**config.mk**
```make
export PLATFORM = sky130hd
export DESIGN_NAME = seq_pattern_tx
export DESIGN_NICKNAME = d
export VERILOG_FILES = /design/src/rtl/seq_tx_pkg.sv /design/src/rtl/seq_tx_piso.sv /design/src/rtl/seq_pattern_tx.sv
export SDC_FILE = /design/constraint.sdc
export NUM_CORES = 1
export LEC_CHECK = 0
export CAP_MARGIN = 20
export CORE_MARGIN = 2
export CORE_UTILIZATION = 54
export DETAILED_ROUTE_END_ITERATION = 7
export HOLD_SLACK_MARGIN = 0.06
export PLACE_DENSITY_LB_ADDON = 0.15
export SYNTH_ARGS = -nofsm -noshare
export SYNTH_HDL_FRONTEND = slang
export SYNTH_HIERARCHICAL = 1
export SYNTH_SLANG_ARGS = --single-unit
```
**constraint.sdc**
```tcl
create_clock -name clk -period 2.2 [get_ports clk]
set_clock_uncertainty 0.1 [all_clocks]
set_input_delay 0.22 -clock clk [delete_from_list [all_inputs] [get_ports clk]]
set_output_delay 0.22 -clock clk [all_outputs]
set_load 0.005 [all_outputs]
```
**src/rtl/seq_tx_pkg.sv**
```systemverilog
// Shared definitions for the serial pattern transmitter.
// Holds the state encoding and the default widths used by seq_pattern_tx.
package seq_tx_pkg;

    localparam int PAT_W_DEF = 4;
    localparam int REP_W_DEF = 4;

    localparam logic [1:0] ST_IDLE  = 2'd0;
    localparam logic [1:0] ST_SHIFT = 2'd1;
    localparam logic [1:0] ST_PAR   = 2'd2;
    localparam logic [1:0] ST_DONE  = 2'd3;

    typedef enum logic [1:0] {
        IDLE  = ST_IDLE,
        SHIFT = ST_SHIFT,
        PAR   = ST_PAR,
        DONE  = ST_DONE
    } state_t;

endpackage

```
**src/rtl/seq_tx_piso.sv**
```systemverilog
// Parallel-in serial-out shift register; load wins over shift.
// Shifts left, presenting the MSB on o_msb.
module seq_tx_piso #(
    parameter int W = 4
) (
    input  logic         clk,
    input  logic         rst,
    input  logic         i_load,
    input  logic         i_shift,
    input  logic [W-1:0] i_data,
    output logic         o_msb
);

    logic [W-1:0] r_sr;

    always_ff @(posedge clk or posedge rst) begin
        if (rst) begin
            r_sr <= '0;
        end else if (i_load) begin
            r_sr <= i_data;
        end else if (i_shift) begin
            r_sr <= {r_sr[W-2:0], 1'b0};
        end
    end

    assign o_msb = r_sr[W-1];

endmodule

```
**src/rtl/seq_pattern_tx.sv**
```systemverilog
// Repeating serial pattern transmitter with abort and done pulse.
// Define SEQ_TX_PARITY_EN to append an even-parity bit after each pattern.
module seq_pattern_tx
    import seq_tx_pkg::*;
#(
    parameter int PAT_W = PAT_W_DEF,
    parameter int REP_W = REP_W_DEF
) (
    input  logic             clk,
    input  logic             rst,
    input  logic             start,
    input  logic [PAT_W-1:0] pattern,
    input  logic [REP_W-1:0] rep,
    input  logic             abort,
    output logic             x,
    output logic             x_vld,
    output logic             busy,
    output logic             done
);

    localparam int BW = (PAT_W > 1) ? $clog2(PAT_W) : 1;
    localparam logic [BW-1:0] BIT_MAX = BW'(PAT_W - 1);

    state_t           r_state;
    state_t           w_nxt;
    logic [BW-1:0]    r_bit;
    logic [BW-1:0]    w_bit_nxt;
    logic [REP_W-1:0] r_rep;
    logic [REP_W-1:0] w_rep_nxt;
    logic [PAT_W-1:0] r_pat;
    logic             r_x;
    logic             r_vld;
    logic             r_busy;
    logic             r_done;

    logic             w_lat;
    logic             w_load;
    logic             w_shift;
    logic [PAT_W-1:0] w_ld_val;
    logic             w_msb;
    logic             w_eop;
    logic             w_nxt_x;
    logic             w_nxt_vld;
    logic             w_nxt_busy;
    logic             w_nxt_done;
`ifdef SEQ_TX_PARITY_EN
    logic             w_par;

    assign w_par = ^r_pat;
`endif

    // Shifter holds only the bits still to be sent; r_x carries the current one.
    seq_tx_piso #(
        .W (PAT_W)
    ) u_piso (
        .clk     (clk),
        .rst     (rst),
        .i_load  (w_load),
        .i_shift (w_shift),
        .i_data  (w_ld_val),
        .o_msb   (w_msb)
    );

    always_comb begin
        w_nxt      = r_state;
        w_bit_nxt  = r_bit;
        w_rep_nxt  = r_rep;
        w_lat      = 1'b0;
        w_load     = 1'b0;
        w_shift    = 1'b0;
        w_ld_val   = '0;
        w_eop      = 1'b0;
        w_nxt_x    = 1'b0;
        w_nxt_vld  = 1'b0;
        w_nxt_busy = 1'b0;
        w_nxt_done = 1'b0;
        unique case (r_state)
            IDLE: begin
                if (start) begin
                    w_lat = 1'b1;
                    if (rep == '0) begin
                        w_nxt      = DONE;
                        w_nxt_done = 1'b1;
                    end else begin
                        w_nxt      = SHIFT;
                        w_load     = 1'b1;
                        w_ld_val   = {pattern[PAT_W-2:0], 1'b0};
                        w_nxt_x    = pattern[PAT_W-1];
                        w_nxt_vld  = 1'b1;
                        w_nxt_busy = 1'b1;
                        w_bit_nxt  = BIT_MAX;
                        w_rep_nxt  = rep;
                    end
                end
            end
            SHIFT: begin
                if (abort) begin
                    w_nxt     = IDLE;
                    w_load    = 1'b1;
                    w_bit_nxt = '0;
                    w_rep_nxt = '0;
                end else if (r_bit != '0) begin
                    w_shift    = 1'b1;
                    w_nxt_x    = w_msb;
                    w_nxt_vld  = 1'b1;
                    w_nxt_busy = 1'b1;
                    w_bit_nxt  = r_bit - 1'b1;
                end else begin
`ifdef SEQ_TX_PARITY_EN
                    w_nxt      = PAR;
                    w_nxt_x    = w_par;
                    w_nxt_vld  = 1'b1;
                    w_nxt_busy = 1'b1;
`else
                    w_eop = 1'b1;
`endif
                end
            end
            PAR: begin
                if (abort) begin
                    w_nxt     = IDLE;
                    w_load    = 1'b1;
                    w_bit_nxt = '0;
                    w_rep_nxt = '0;
                end else begin
                    w_eop = 1'b1;
                end
            end
            DONE: begin
                w_nxt = IDLE;
            end
        endcase

        // End of one repetition: reload from the latched copy or finish.
        if (w_eop) begin
            w_rep_nxt = r_rep - 1'b1;
            w_load    = 1'b1;
            if (r_rep <= 1) begin
                w_nxt      = DONE;
                w_nxt_done = 1'b1;
                w_bit_nxt  = '0;
            end else begin
                w_nxt      = SHIFT;
                w_ld_val   = {r_pat[PAT_W-2:0], 1'b0};
                w_nxt_x    = r_pat[PAT_W-1];
                w_nxt_vld  = 1'b1;
                w_nxt_busy = 1'b1;
                w_bit_nxt  = BIT_MAX;
            end
        end
    end

    always_ff @(posedge clk or posedge rst) begin
        if (rst) begin
            r_state <= IDLE;
            r_bit   <= '0;
            r_rep   <= '0;
            r_pat   <= '0;
            r_x     <= 1'b0;
            r_vld   <= 1'b0;
            r_busy  <= 1'b0;
            r_done  <= 1'b0;
        end else begin
            r_state <= w_nxt;
            r_bit   <= w_bit_nxt;
            r_rep   <= w_rep_nxt;
            r_x     <= w_nxt_x;
            r_vld   <= w_nxt_vld;
            r_busy  <= w_nxt_busy;
            r_done  <= w_nxt_done;
            if (w_lat) begin
                r_pat <= pattern;
            end
        end
    end

    assign x     = r_x;
    assign x_vld = r_vld;
    assign busy  = r_busy;
    assign done  = r_done;

endmodule

```
# --- Word level (Yosys, flattened, before mapping) ---
# Index checks and enable logic that the tools add are counted.
totals:
  ff_bits: 19
  in_bits: 12
  output_inout_bits: 4
  elab_cells: 83
classes:
  add_sub_neg: 2
  magnitude_cmp: 1
  n_eq_ne: 8
  muxes: 54
  n_reduce_logical: 10
op_table:
  columns: ["operator", "n"]
  rows:
  - ["$mux 4", 11]
  - ["$mux 1", 25]
  - ["$mux 2", 11]
  - ["$pmux 2 s3", 2]
  - ["$ne 3x3->1 const B", 3]
  - ["$pmux 1 s2", 4]
  - ["$pmux 4 s2", 1]
  - ["$reduce_and 5->1", 1]
  - ["$eq 2x2->1 const B", 2]
  - ["$le 4x1->1 const B", 1]
  - ["$logic_not 4->1", 1]
  - ["$ne 4x4->1 const B", 1]
  - ["$reduce_and 4->1", 1]
  - ["$reduce_bool 2->1", 2]
  - ["$reduce_bool 4->1", 1]
  - ["$sub 4x1->4 const B", 1]
  - ["$ne 3x1->1 const B", 1]
  - ["$reduce_bool 3->1", 1]
  - ["$eq 2x1->1 const B", 1]
  - ["$logic_not 2->1", 1]
  - ["$reduce_and 2->1", 1]
  - ["$reduce_or 2->1", 1]
  - ["$sub 2x1->2 const B", 1]

# --- Depth between registers and ports, before layout ---
# Gate-level depths: netlist (run 1).
logic_depth:
  depth_word: 7
  depth_mapped: 9
  depth_no_buf: 8

# --- Modules after synthesis ---
# Netlist (run 1), hierarchy kept.
modules_own_cells:
  columns: ["module", "instances", "cells_each", "area_each_um2", "seq_area_each_um2"]
  rows:
  - ["seq_pattern_tx", 1, 107, 1042.2, 375.4]
  - ["seq_tx_piso", 1, 17, 175.2, 100.1]

# --- Worst setup path before layout (run 1) ---
# Ideal clock, no wire load.
synth_path:
  kind: "register -> register"
  from: "reg r_state[1]"
  to: "reg r_rep[1]"
  setup_time_ps: 127
  arrival_time_ps: 1559
  required_time_ps: 1973
  setup_slack_ps: 413
  path_stages_with_launch: 7
  n_path_buf: 0
  synth_period_minus_slack_ps: 1787
  path_cell_list: "dfrtp_1 > inv_1 > ha_1 > nor2b_2 > a21oi_2 > nand2_2 > mux2_1"
synth_between:
  elab_chain_cells: 4
  word_cells_on_any_way: 12
  cone_classes: "eq/ne (5); mux (3); reduce/logical (4)"
synth_rtl:
  columns: ["item", "line_no", "rtl"]
  rows:
  - ["start, declared", "seq_pattern_tx.sv:24", "state_t r_state;"]
  - ["start signal, assigned", "seq_pattern_tx.sv:164", "r_state <= w_nxt;"]
  - ["$eq 2x2->1 or $eq 2x1->1 (tied branches)", "seq_pattern_tx.sv:77", "unique case (r_state)"]
  - ["$pmux 1 s2 or $reduce_or 2->1 (tied branches)", null, null]
  - ["$ne 3x3->1 (no line), or another cell as far along", null, null]
  - ["$reduce_and 4->1 (no line) or $mux 4 (tied branches)", null, null]
  - ["end signal, assigned", "seq_pattern_tx.sv:166", "r_rep <= w_rep_nxt;"]
  - ["end, declared", "seq_pattern_tx.sv:28", "logic [REP_W-1:0] r_rep;"]
# Parallel ways exist; a longest one is shown, timed or not.
# A chain may end at the register's enable or synchronous reset.

# --- Worst setup path after layout (run 1) ---
layout_path:
  from: "reg r_state[1]"
  to: "reg r_bit[1]"
layout_between:
  elab_chain_cells: 4
  word_cells_on_any_way: 12
  cone_classes: "eq/ne (6); mux (3); reduce/logical (3)"
layout_rtl:
  columns: ["item", "line_no", "rtl"]
  rows:
  - ["$eq 2x2->1 or $eq 2x1->1 (tied branches)", "seq_pattern_tx.sv:77", null]
  - ["$pmux 1 s2", "seq_pattern_tx.sv:77", null]
  - ["$ne 4x4->1 (no line), or another cell as far along", null, null]
  - ["$reduce_and 5->1 (no line)", null, null]
  - ["end signal, assigned", "seq_pattern_tx.sv:165", "r_bit <= w_bit_nxt;"]
  - ["end, declared", "seq_pattern_tx.sv:26", "logic [BW-1:0] r_bit;"]
# Parallel ways exist; a longest one is shown, timed or not.

==> key figures, run 1 <==
Route
  • First drt pass iteration count: 4
  • DRC Markers: 0
  • Vias per std cell: 5.62
  • Antenna-violating nets left: 0
  • Iteration-0 DRC Markers: 26
  • Routed WL per cell: 14.1 um
  • DR vias: around 1000
  • Final WL: 2440 um

Clock network
  • Clock Latency Late Sink: roughly 300 ps
  • Root Buffer: clkbuf_4
  • H-tree depth: 1
  • Clk sinks: 19
  • Total CTS buffers: 3
  • CTS Buffer Depth: 2
  • TritonCTS clock tree: yes
  • Clock-pin slew on the worst setup and hold paths: 110 ps

Yosys
  • Register area share after synthesis: 39.1%
  • Synth Instances: 124
  • Synthesized area per cell: about 10 um2
  • Synth cell types: 44
  • Synth Register Bits: 19
  • Synthesized area: 0.00122 mm2
  • Syn Nets: roughly 140
  • Yosys warns: 6

Final layout
  • Final nets: 165
  • Layout cells sized above 1: 14.5%
  • Core Util, Final: 66.4%
  • Most frequent cells in the layout: dfrtp_1, nand2_1, clkdlybuf4s50_1
  • Layout area overhead: 18.3%
  • Diodes inserted: 0
  • Fillers: between 150 and 200
  • Commonest non-fill, non-tap cell in the layout: dfrtp_1

Pwr
  • PwrDens: around 1300 mW/mm2
  • Lkg Pwr: between 0.6 and 0.7 nW
  • Maximum resistive drop on vdd: 0.859 mV

GRT
  • Global-route wire length before repair: just over 4000 um
  • Gr ovfl total: 0
  • Vias in the first global route: between 900 and 1000
  • Gr usage total: 21.0%
  • Largest net degree at the start of global routing: 16
  • Antenna violations before repair: 0

Setup path
  • Kind of end point of the critical path: flip-flop
  • Reg2reg path depth: 6
  • Crit path arrival time: between 2000 and 2500 ps
  • Worst Setup Start Kind: flip-flop
  • CP required: around 2300 ps
  • Crit path kind: reg -> reg
  • Critical path peak fanout: 6

Die
  • Initial Util: 56.1%
  • Chip height: 51.5 um
  • Placeable Area: 0.00217 mm2
  • # rows: 17
  • Die ar.: 0.00265 mm2
  • I/O Pins: 16
  • Die outline width: 51.5 um

Timing
  • Worst slew pin tran: 608 ps
  • Fin crit share: about 91%
  • Setup TNS: 0 ps
  • Fin crit period: 1990 ps
  • Final setup fails: 0
  • Final hold vios: 0
  • Max-slew headroom: 59.4%
  • Fmax achieved: ~0.50 GHz
  • RSZ-0062 raised after global routing: no
  • Fin. max-slew vios: 0

Job
  • MaxCap Viol Count: 0

Hold path
  • Worst hold stages: 3
  • Type of the tightest min-delay check: in -> reg

Run status
  • Run status: finished, final reports clean

Placement
  • Final HPWL DP: 1880 um
  • IO Port Bufs: 15
  • RD Place Congestion: around 0.82
[critical path, cell delays in order (launching register included)]
cell and delay (ps):
dfrtp_1 420, inv_1 100, ha_1 370, nor2b_2 310
nand2b_2 170, mux2i_1 150, mux2_4 270
[final timing paths]
kind	startpoint	to	slack [ps]
min	pattern[1]	r_pat[1]	370
max reg2reg	r_state[1]	r_bit[1]	210
min reg2reg	r_pat[0]	r_pat[0]	390
min in group asynchronous	rst	u_piso/r_sr[0]	580
max in group asynchronous	rst	r_rep[0]	830
max	r_state[1]	r_bit[1]	210
[what timing repair did]
| item | in CTS | in global routing |
|---|---|---|
| hold endpoints to repair | 4 | 0 |
| gates resized for setup | 0 | 0 |
| hold buffers | 1 | 0 |
| setup buffers | 0 | 0 |
[cell families after synthesis]
kind of cell | synth area share (%)
buffers and inverters | 6.78
multiplexers | 8.84
AND/OR/NAND/NOR | 16.9
flip-flops | 39.1
AO/OA/AOI/OAI | 21.0
adder cells (fa/ha/maj) | 7.19
other | 0.308
[Yosys cell counts, drive strengths merged]
library cell  instances  share of area [%]
a22o                  1               0.72
nand2b                4                2.3
a32o                  1               0.82
conb                  1               0.31
nor3                  1               0.41
a211oi                1               0.62
nor2b                 1               0.72
nor2                  6                1.8
a31oi                 1               0.51
o31ai                 3                1.8
o22ai                 1               0.51
or3                   1               0.51
nor4                  1                1.7
nand2                17                5.4
buf                   3                2.0
or2                   1               0.51
ha                    7                7.2
dfrtp                19                 39
o311ai                1                1.3
o41ai                 1                1.3
mux2                  3                3.1
o22a                  2                1.4
o2bb2ai               3                2.2
nand3                 4                1.6
a21oi                 5                3.3
a32oi                 2                1.4
o21ai                 6                2.5
mux2i                 7                5.8
nor3b                 1               0.62
and2                  1               0.62
o211ai                3                1.8
inv                  12                3.7
and3                  1               0.51
clkbuf                1                1.1
a22oi                 1               0.62
[where the power goes]
part	internal, W	switching [W]	total (W)	leakage, nW
registers	0.000507	0.0000993	0.000606	0.240
logic	0.000525	0.000582	0.00111	0.389
clock network	0.0000678	0.000113	0.000180	0.0177
[sequential cells by signal (all words and copies together), names as in the netlist]
| signal | count |
|---|---|
| u_piso/r_sr | 4 |
| r_pat | 4 |
| r_rep | 4 |
| r_state | 2 |
| x | 1 |
| busy | 1 |
| r_bit | 2 |
| done | 1 |
[layout make-up]
type / instances / area, um2 / area share, %
multi-input combinational: 89 / 659 / 45.8
sequential: 19 / 475 / 33.0
timing repair buffer: 21 / 198 / 13.7
inverter: 12 / 45.0 / 3.13
tap: 28 / 35.0 / 2.43
clock buffer: 3 / 22.5 / 1.56
clock inverter: 1 / 5.00 / 0.348
[metal layers]
layer  wire length [um]  vias up  track usage, %
met4                 46        0            10.5
met1               1130      455            29.3
li1                   -      481               -
met2               1130       30            31.6
met3                123        6            2.92
met5                  0        -               0
[through the flow]
| stage | setup slack [ps] | cells | hold WS, ps | instance area (um2) | total power [W] |
|---|---|---|---|---|---|
| final | 207 | 173 | 373 | 1440 | 0.00189 |
| after global routing | 21.4 | 173 | 375 | 1440 | 0.00205 |
| after CTS | 207 | 173 | 369 | 1440 | 0.00190 |
| after detailed placement | 165 | 168 | 356 | 1400 | 0.00171 |
| after global placement | 187 | 168 | 341 | 1400 | 0.00168 |
| after floorplan | 413 | 124 | -114 | 1220 | 0.00146 |
(Power assumes the default switching activity.)
==> run 2: changes to the inputs <==
Settings changed: CTS_CLUSTER_DIAMETER set to 80.
==> results of run 2 <==
Same layout as run 1: the final DEF is identical, and so are final timing and power.
